`config.mk`:
```
export PLATFORM = sky130hd
export DESIGN_NAME = sub8_serial_flat
export DESIGN_NICKNAME = d
export VERILOG_FILES = /design/src/rtl/sub8_if.sv /design/src/rtl/sub8_serial.sv /design/src/flat_wrapper.sv
export SDC_FILE = /design/constraint.sdc
export NUM_CORES = 1
export LEC_CHECK = 0
export BUFFER_PORTS_ARGS = -buffer_cell sky130_fd_sc_hd__clkbuf_2
export CORE_ASPECT_RATIO = 0.6
export CORE_MARGIN = 5
export CORE_UTILIZATION = 48
export DETAILED_ROUTE_END_ITERATION = 16
export PLACE_DENSITY = 0.73
export SLEW_MARGIN = 20
export SYNTH_ARGS = -nofsm -noshare
export SYNTH_HDL_FRONTEND = slang
export SYNTH_SLANG_ARGS = --single-unit
export TNS_END_PERCENT = 20
```
`constraint.sdc`:
```
create_clock -name clk -period 1.3 [get_ports clk]
set_clock_uncertainty 0.05 [all_clocks]
set_input_delay 0.13 -clock clk [delete_from_list [all_inputs] [get_ports clk]]
set_output_delay 0.13 -clock clk [all_outputs]
set_load 0.01 [all_outputs]
```
`src/rtl/sub8_if.sv`:
```
// sub8_if: start/done operand and result bundle for the serial subtractor
interface sub8_if #(parameter int WIDTH = 8) ();
    logic             start;
    logic [WIDTH-1:0] x;
    logic [WIDTH-1:0] y;
    logic             bin;
    logic [WIDTH-1:0] d;
    logic             bout;
    logic             busy;
    logic             done;

    modport master (output start, x, y, bin, input d, bout, busy, done);
    modport slave  (input start, x, y, bin, output d, bout, busy, done);
endinterface

```
`src/rtl/sub8_serial.sv`:
```
// sub8_serial: bit-serial LSB-first subtractor d = x - y - bin with borrow-out
module sub8_serial #(
    parameter int WIDTH = 8,
    parameter int CW    = 4
) (
    input logic   clk,
    input logic   rst_n,
    sub8_if.slave bus
);
    typedef enum logic [1:0] {IDLE, RUN, DONE} state_t;

    state_t           state, state_nx;
    logic [WIDTH-1:0] a_sr, b_sr, r_sr, d_q;
    logic [CW-1:0]    cnt;
    logic             brw, bout_q, done_q, busy, diff, brw_nx, last;

    // next state, busy flag and one full-subtractor bit slice
    always_comb begin
        diff     = a_sr[0] ^ b_sr[0] ^ brw;
        brw_nx   = (~a_sr[0] & b_sr[0]) | (~a_sr[0] & brw) | (b_sr[0] & brw);
        last     = cnt == CW'(WIDTH - 1);
        busy     = state == RUN;
        state_nx = IDLE;
        case (state)
            IDLE:    state_nx = bus.start ? RUN : IDLE;
            RUN:     state_nx = last ? DONE : RUN;
            default: state_nx = IDLE;
        endcase
    end

    // state register, operand shifters and result registers updated on leaving DONE
    always_ff @(posedge clk or negedge rst_n) begin
        if (!rst_n) begin
            state  <= IDLE;
            a_sr   <= '0;
            b_sr   <= '0;
            r_sr   <= '0;
            cnt    <= '0;
            brw    <= 1'b0;
            d_q    <= '0;
            bout_q <= 1'b0;
            done_q <= 1'b0;
        end else begin
            state  <= state_nx;
            done_q <= state == DONE;
            if (state == IDLE && bus.start) begin
                a_sr <= bus.x;
                b_sr <= bus.y;
                brw  <= bus.bin;
                r_sr <= '0;
                cnt  <= '0;
            end else if (state == RUN) begin
                a_sr <= a_sr >> 1;
                b_sr <= b_sr >> 1;
                r_sr <= {diff, r_sr[WIDTH-1:1]};
                brw  <= brw_nx;
                cnt  <= last ? '0 : cnt + 1'b1;
            end
            if (state == DONE) begin
                d_q    <= r_sr;
                bout_q <= brw;
            end
        end
    end

    assign bus.d    = d_q;
    assign bus.bout = bout_q;
    assign bus.busy = busy;
    assign bus.done = done_q;
endmodule
```
`src/flat_wrapper.sv`:
```
// flat-port wrapper written by rule: the top's interface ports become plain ports
module sub8_serial_flat 
#(
    parameter int WIDTH = 8,
    parameter int CW    = 4
)
  (clk, rst_n, bus_start, bus_x, bus_y, bus_bin, bus_d, bus_bout, bus_busy, bus_done);
  sub8_if #(.WIDTH(WIDTH)) bus_i ();
  input logic clk;
  input logic rst_n;
  input wire logic [$bits(bus_i.start)-1:0] bus_start;
  input wire logic [$bits(bus_i.x)-1:0] bus_x;
  input wire logic [$bits(bus_i.y)-1:0] bus_y;
  input wire logic [$bits(bus_i.bin)-1:0] bus_bin;
  output wire logic [$bits(bus_i.d)-1:0] bus_d;
  output wire logic [$bits(bus_i.bout)-1:0] bus_bout;
  output wire logic [$bits(bus_i.busy)-1:0] bus_busy;
  output wire logic [$bits(bus_i.done)-1:0] bus_done;
  assign bus_i.start = bus_start;
  assign bus_i.x = bus_x;
  assign bus_i.y = bus_y;
  assign bus_i.bin = bus_bin;
  assign bus_d = bus_i.d;
  assign bus_bout = bus_i.bout;
  assign bus_busy = bus_i.busy;
  assign bus_done = bus_i.done;
  sub8_serial #(.WIDTH(WIDTH), .CW(CW)) u_core (.clk(clk), .rst_n(rst_n), .bus(bus_i));
endmodule
```
---- Word level (Yosys, flattened, before mapping) ----
Cells that the tools add are included.
storage, ports and cells
  register bits after elaboration ......... 41
  bits in latches ......................... 0
  memory bits (writable) .................. 0
  ROM bits ................................ 0
  input bits .............................. 20
  output and inout port bits .............. 11
  logic and storage cells ................. 38
  memories ................................ 0
operators by class
  add/sub/neg operators ................... 1
  multipliers ............................. 0
  div/mod/pow operators ................... 0
  magnitude comparators ................... 0
  equal/unequal tests ..................... 3
  shift operators ......................... 0
  multiplexer cells ....................... 14
  bitwise gates (word level) .............. 8
  reductions and logical operators ........ 3
operators by type and width
  kind                                                              count
  8-bit 2-to-1 mux                                                  6
  4-bit 2-to-1 mux                                                  3
  4-bit by 1-bit adder with 4-bit output (second input constant)    1
  4-bit by 3-bit == test with 1-bit output (second input constant)  1
  2-bit one-hot mux with 2 select lines                             1
  1-bit AND                                                         3
  1-bit 2-to-1 mux                                                  3
  2-bit by 1-bit == test with 1-bit output (second input constant)  1
  2-bit == test (second input constant)                             1
  2-bit logical NOT                                                 1
  2-bit 2-to-1 mux                                                  1
  1-bit OR                                                          2
  2-bit nonzero test                                                1
  1-bit bitwise XOR                                                 2
  1-bit logical AND                                                 1
  1-bit NOT                                                         1

---- Depth between registers and ports, before layout ----
  depth after elaboration ................. 6
  depth in mapped cells ................... 5
  depth with buffers taken out ............ 4

---- Least setup slack after synthesis ----
OpenSTA, ideal clock, no wires.
  path kind ............................... register to register
  start point ............................. register u_core.cnt[0]
  end point ............................... register u_core.cnt[3]
  setup time .............................. 68 ps
  data arrival time ....................... 1,181 ps
  data required time ...................... 1,182 ps
  path slack .............................. 1 ps
  cell stages (with the launch flop) ...... 5
  buffers on the path ..................... 0
  period minus slack after synthesis ...... 1,299 ps
  cells stage by stage .................... dfrtp_1 ha_1 nand3b_1 or4b_1 nand3_1
on the way
  cells in the longest elaborated chain, start to end .. 4
  elaborated cells on any way between the ends .. 5
  classes of those cells .................. 1 x add/sub; 1 x eq/ne; 3 x mux
ends and longest elaborated chain
  item                                                                                                       line                                  source
  from (decl)                                                                                                sub8_serial.sv:14                     logic [CW-1:0] cnt;
  from (signal assigned)                                                                                     sub8_serial.sv:57                     cnt <= last ? '0 : cnt + 1'b1;
  4-bit by 1-bit adder with 4-bit output / 4-bit by 3-bit == test with 1-bit output (equally long branches)  sub8_serial.sv:57, sub8_serial.sv:21
  4-bit 2-to-1 mux (*)                                                                                       sub8_serial.sv:57
  4-bit 2-to-1 mux (*)                                                                                       sub8_serial.sv:52                     end else if (state == RUN) begin
  4-bit 2-to-1 mux (*)                                                                                       sub8_serial.sv:46                     if (state == IDLE && bus.start) begin
Mark *: on every way between the ends. The rest lies on a longest branch, timed or not. The select of a mux whose other input is x is not followed.
A chain may end at the register's enable or synchronous reset.

---- Final worst setup path ----
  start point ............................. register u_core.state[0]
  end point ............................... register u_core.b_sr[3]
on the way
  cells in the longest elaborated chain, start to end .. 3
  elaborated cells on any way between the ends .. 5
  classes of those cells .................. 1 x eq/ne; 1 x mux; 3 x reduce/logical
ends and longest elaborated chain
  item                                                           line               source
  from (decl)                                                    sub8_serial.sv:12  state_t state, state_nx;
  from (signal assigned)                                         sub8_serial.sv:44  state <= state_nx;
  2-bit logical NOT                                              sub8_serial.sv:46
  1-bit logical AND                                              sub8_serial.sv:46
  8-bit 2-to-1 mux / 2-bit nonzero test (equally long branches)  -
  to (signal assigned)                                           sub8_serial.sv:48  b_sr <= bus.y;
  to (signal assigned)                                           sub8_serial.sv:54  b_sr <= b_sr >> 1;
  to (decl)                                                      sub8_serial.sv:13  logic [WIDTH-1:0] a_sr, b_sr, r_sr, d_q;
Several ways; a longest one is shown, not always the timed one.

==> metrics.md <==
| Metric | Value |
|---|---|
| Antenna violations before repair | `0` |
| Diodes inserted | `0` |
| Die Area | `4770 µm²` |
| Mean Syn Cell Area | `11.9 µm²` |
| Starting density of the core | `0.506` |
| Wire length per cell | `16.0 µm` |
| Yosys top cell area share | `0.618` |
| Gr ovfl total | `0` |
| Cells along the critical path | `nand2b_4, inv_4, buf_12, buf_4, a22oi_1, nand2_1` |
| Worst Hold Endpoint | `u_core.a_sr[5]` |
| CTS tree | `yes` |
| Synth warn | `0` |
| Final slew viol count | `0` |
| Total GRT Usage | `0.183` |
| Via density | `5.32` |
| CTS H-tree lvls | `2` |
| Setup slack, reg-to-reg | `-40 ps` |
| Min Clock Period, post-route | `~1300 ps` |
| Syn Inst Count | `139` |
| Top cells by count, synth | `dfrtp_1 (41), nand2_1 (32), a22oi_1 (14)` |
| Relative slew slack | `0.702` |
| Post-synth ARST share | `1.00` |
| Worst Max-Slew Pin Slew | `447 ps` |
| CP endpoint kind | `flip-flop` |
| Width of the die | `85.9 µm` |
| Crit path max-delay cell type | `dfrtp_1` |
| Initial DRT Pass Iterations | `4` |
| Max IR drop VDD | `roughly 1.1 mV` |
| Syn nets | `161` |
| Crit-path max cell delay | `between 400 and 500 ps` |
| Area grow syn2layout | `38.7%` |
| Final WS setup | `-36.3 ps` |
| Layout cell share with drive strength beyond 1 | `0.391` |
| Fmax | `748 MHz` |
| RePlAce Congestion | `0.755` |
| Area of the multi-input gates | `between 600 and 700 µm²` |
| Pin count of the biggest net entering global routing | `27` |
| Setup violators final | `11` |
| CTS clk-pin slew, worst paths | `80 ps` |
| Min-delay worst type | `in -> reg` |
| DRC violations left | `0` |
| Failing checks | `setup timing` |
| Final net count | `223` |
| Type of origin of the critical path | `flip-flop` |
| Vias in the first global route | `1,359` |
| Critical path data arrival time | `1470 ps` |
| Power per standard cell area | `2300 nW/µm²` |
| Cell with the most instances after synthesis | `dfrtp_1` |
| DR vias | `~1,300` |
| Setup WS pre-CTS | `-108 ps` |
| Fin crit share | `1.03` |
| Leakage dissipation | `~1.2 nW` |
| Port bufs | `30` |
| Antenna Nets Post-Route | `0` |
| Vert. Die Dim | `55.6 µm` |
| Worst skew pair latency | `300 ps` |
| Synth cell types | `23` |
| Max Buffers Root-to-Sink | `2` |
| Min-delay src | `bus_x[5]` |
| Seq cells post-synth | `41` |
| Crit Path Max Fanout | `6` |
| Post-DP Area | `approximately 2000 µm²` |
| Ranking of synthesized cells by area | `dfrtp_1 (62%), nand2_1 (7.2%), a22oi_1 (6.3%)` |
| Max_cap viols | `0` |
| Post-Route WL | `between 3000 and 4000 µm` |
| # rows | `16` |
| Critical path type | `reg -> reg` |
| Num ports | `31` |
| Sequential fraction of the synthesis area | `0.618` |
| Initial DRC count | `72` |
| Clock Sinks | `between 40 and 50` |
| Hold Vio Cnt, Final | `0` |
| Worst reg-to-reg path cell count | `6` |
| Hold depth | `3` |
| CORE AREA | `3280 µm²` |
| Critical Path RT | `1430 ps` |
| Root Driver | `clkbuf_8` |
| Number of synthesized flops with an enable pin | `0` |
| Area leader, netlist | `dfrtp_1` |
| Total CTS buffers | `5` |
| Synth Cell Area | `1660 µm²` |
| Fill count | `238` |
| Worst R2R Start | `u_core.state[0]` |
| Prevailing post-synth register cell | `dfrtp_1` |
| RSZ-0062 raised after global routing | `true` |
| DP HPWL | `2540 µm` |
| First-pass GRT wire length | `approximately 6700 µm` |
| Post-route cell area | `2300 µm²` |
| Seq. cell area | `slightly above 1000 µm²` |
| Capturing point of the worst reg2reg path | `u_core.b_sr[3]` |
| Status | `complete, but fails checks` |
[layer usage]
metal | track usage | vias up | wire (µm)
li1 | - | 610 | -
met2 | 0.285 | 44 | 2000
met5 | 0 | - | 0
met4 | 0.0790 | 0 | 82
met3 | 0.0669 | 10 | 241
met1 | 0.229 | 651 | 1630
[timing repair]
action                                  CTS  global route
hold buffers                             11             0
hold endpoints to repair                 25             0
resized for setup                         4            12
pin swaps                                 1             7
endpoints found under the setup margin    2            30
setup buffers                             8             1
[state kept, by name (all words and copies together), names as in the netlist]
name and flops:
u_core.cnt 4, u_core.bus.d 8, u_core.bus.bout 1, u_core.bus.done 1, u_core.a_sr 8, u_core.brw 1, u_core.b_sr 8, u_core.r_sr 8
u_core.state 2
[worst max path at each step]
stage	startpoint	endpoint
floorplan	u_core.cnt[0]	u_core.cnt[3]
global placement	u_core.cnt[0]	u_core.cnt[3]
detailed placement	u_core.cnt[0]	u_core.cnt[3]
CTS	u_core.cnt[1]	u_core.cnt[3]
global route	u_core.state[0]	u_core.a_sr[2]
finish	u_core.state[0]	u_core.b_sr[3]
[per-stage QoR]
step | setup TNS [ps] | instances | util | power (W) | hold WS (ps)
3_5_place_dp | -108 | 219 | 0.601 | 0.00407 | 42.3
4_1_cts | -45.9 | 246 | 0.684 | 0.00512 | 0.498
2_1_floorplan | 0 | 139 | - | 0.00325 | -216
6_report | -195 | 247 | 0.702 | 0.00531 | 1.23
3_3_place_gp | -12.9 | 219 | 0.601 | 0.00392 | 28.6
5_1_grt | -824 | 247 | 0.702 | 0.00566 | 3.60
[power by group]
group / leakage, nW / switching (W) / internal (W)
Combinational: 0.597 / 0.00106 / 0.00122
Sequential: 0.521 / 0.000382 / 0.00182
Clock: 0.0450 / 0.000455 / 0.000373
[area by class of cell]
class                   count  share of cell area
clock buffers               6              0.0315
clock inverters             2             0.00435
inverters                   6              0.0109
multi-input cells          85               0.271
flip-flops and latches     41               0.445
well taps                  45              0.0244
repair buffers             62               0.212
[cells by family after synthesis]
| kind of cell | after synthesis | synth area share |
|---|---|---|
| and+or+nand+nor | 43 | 0.125 |
| buffers and inverters | 13 | 0.0362 |
| AOI/OAI and AO/OA | 32 | 0.147 |
| DFF | 41 | 0.618 |
| muxes | 8 | 0.0543 |
| adders and majority gates | 2 | 0.0196 |
[cell usage in the layout, fill, tap and decap left out]
cell	instances
dlygate4sd3_1	11
fa_1	1
nand2b_1	1
nand3b_1	1
or4b_4	1
clkbuf_2	29
nand2b_4	2
a22o_1	11
nor2_1	1
buf_12	4
nand3_2	1
buf_8	1
clkinv_2	2
nand2_1	32
dfrtp_1	41
mux2_2	8
a221o_1	1
o21ai_0	2
inv_2	1
buf_4	14
buf_6	3
inv_1	4
nand3_1	2
nor4_1	1
clkbuf_8	5
a22oi_1	10
a21oi_1	3
a22oi_2	4
o21bai_4	1
nor3b_4	1
clkbuf_1	1
inv_4	1
ha_2	1
[worst max-delay path: cells and delay by family (launching register included)]
family	cells	cell delay (ps)
buffers and inverters	3	310
AOI/OAI and AO/OA	1	200
DFF	1	450
and+or+nand+nor	2	210
No activity file was read; power rests on OpenSTA's default activity.
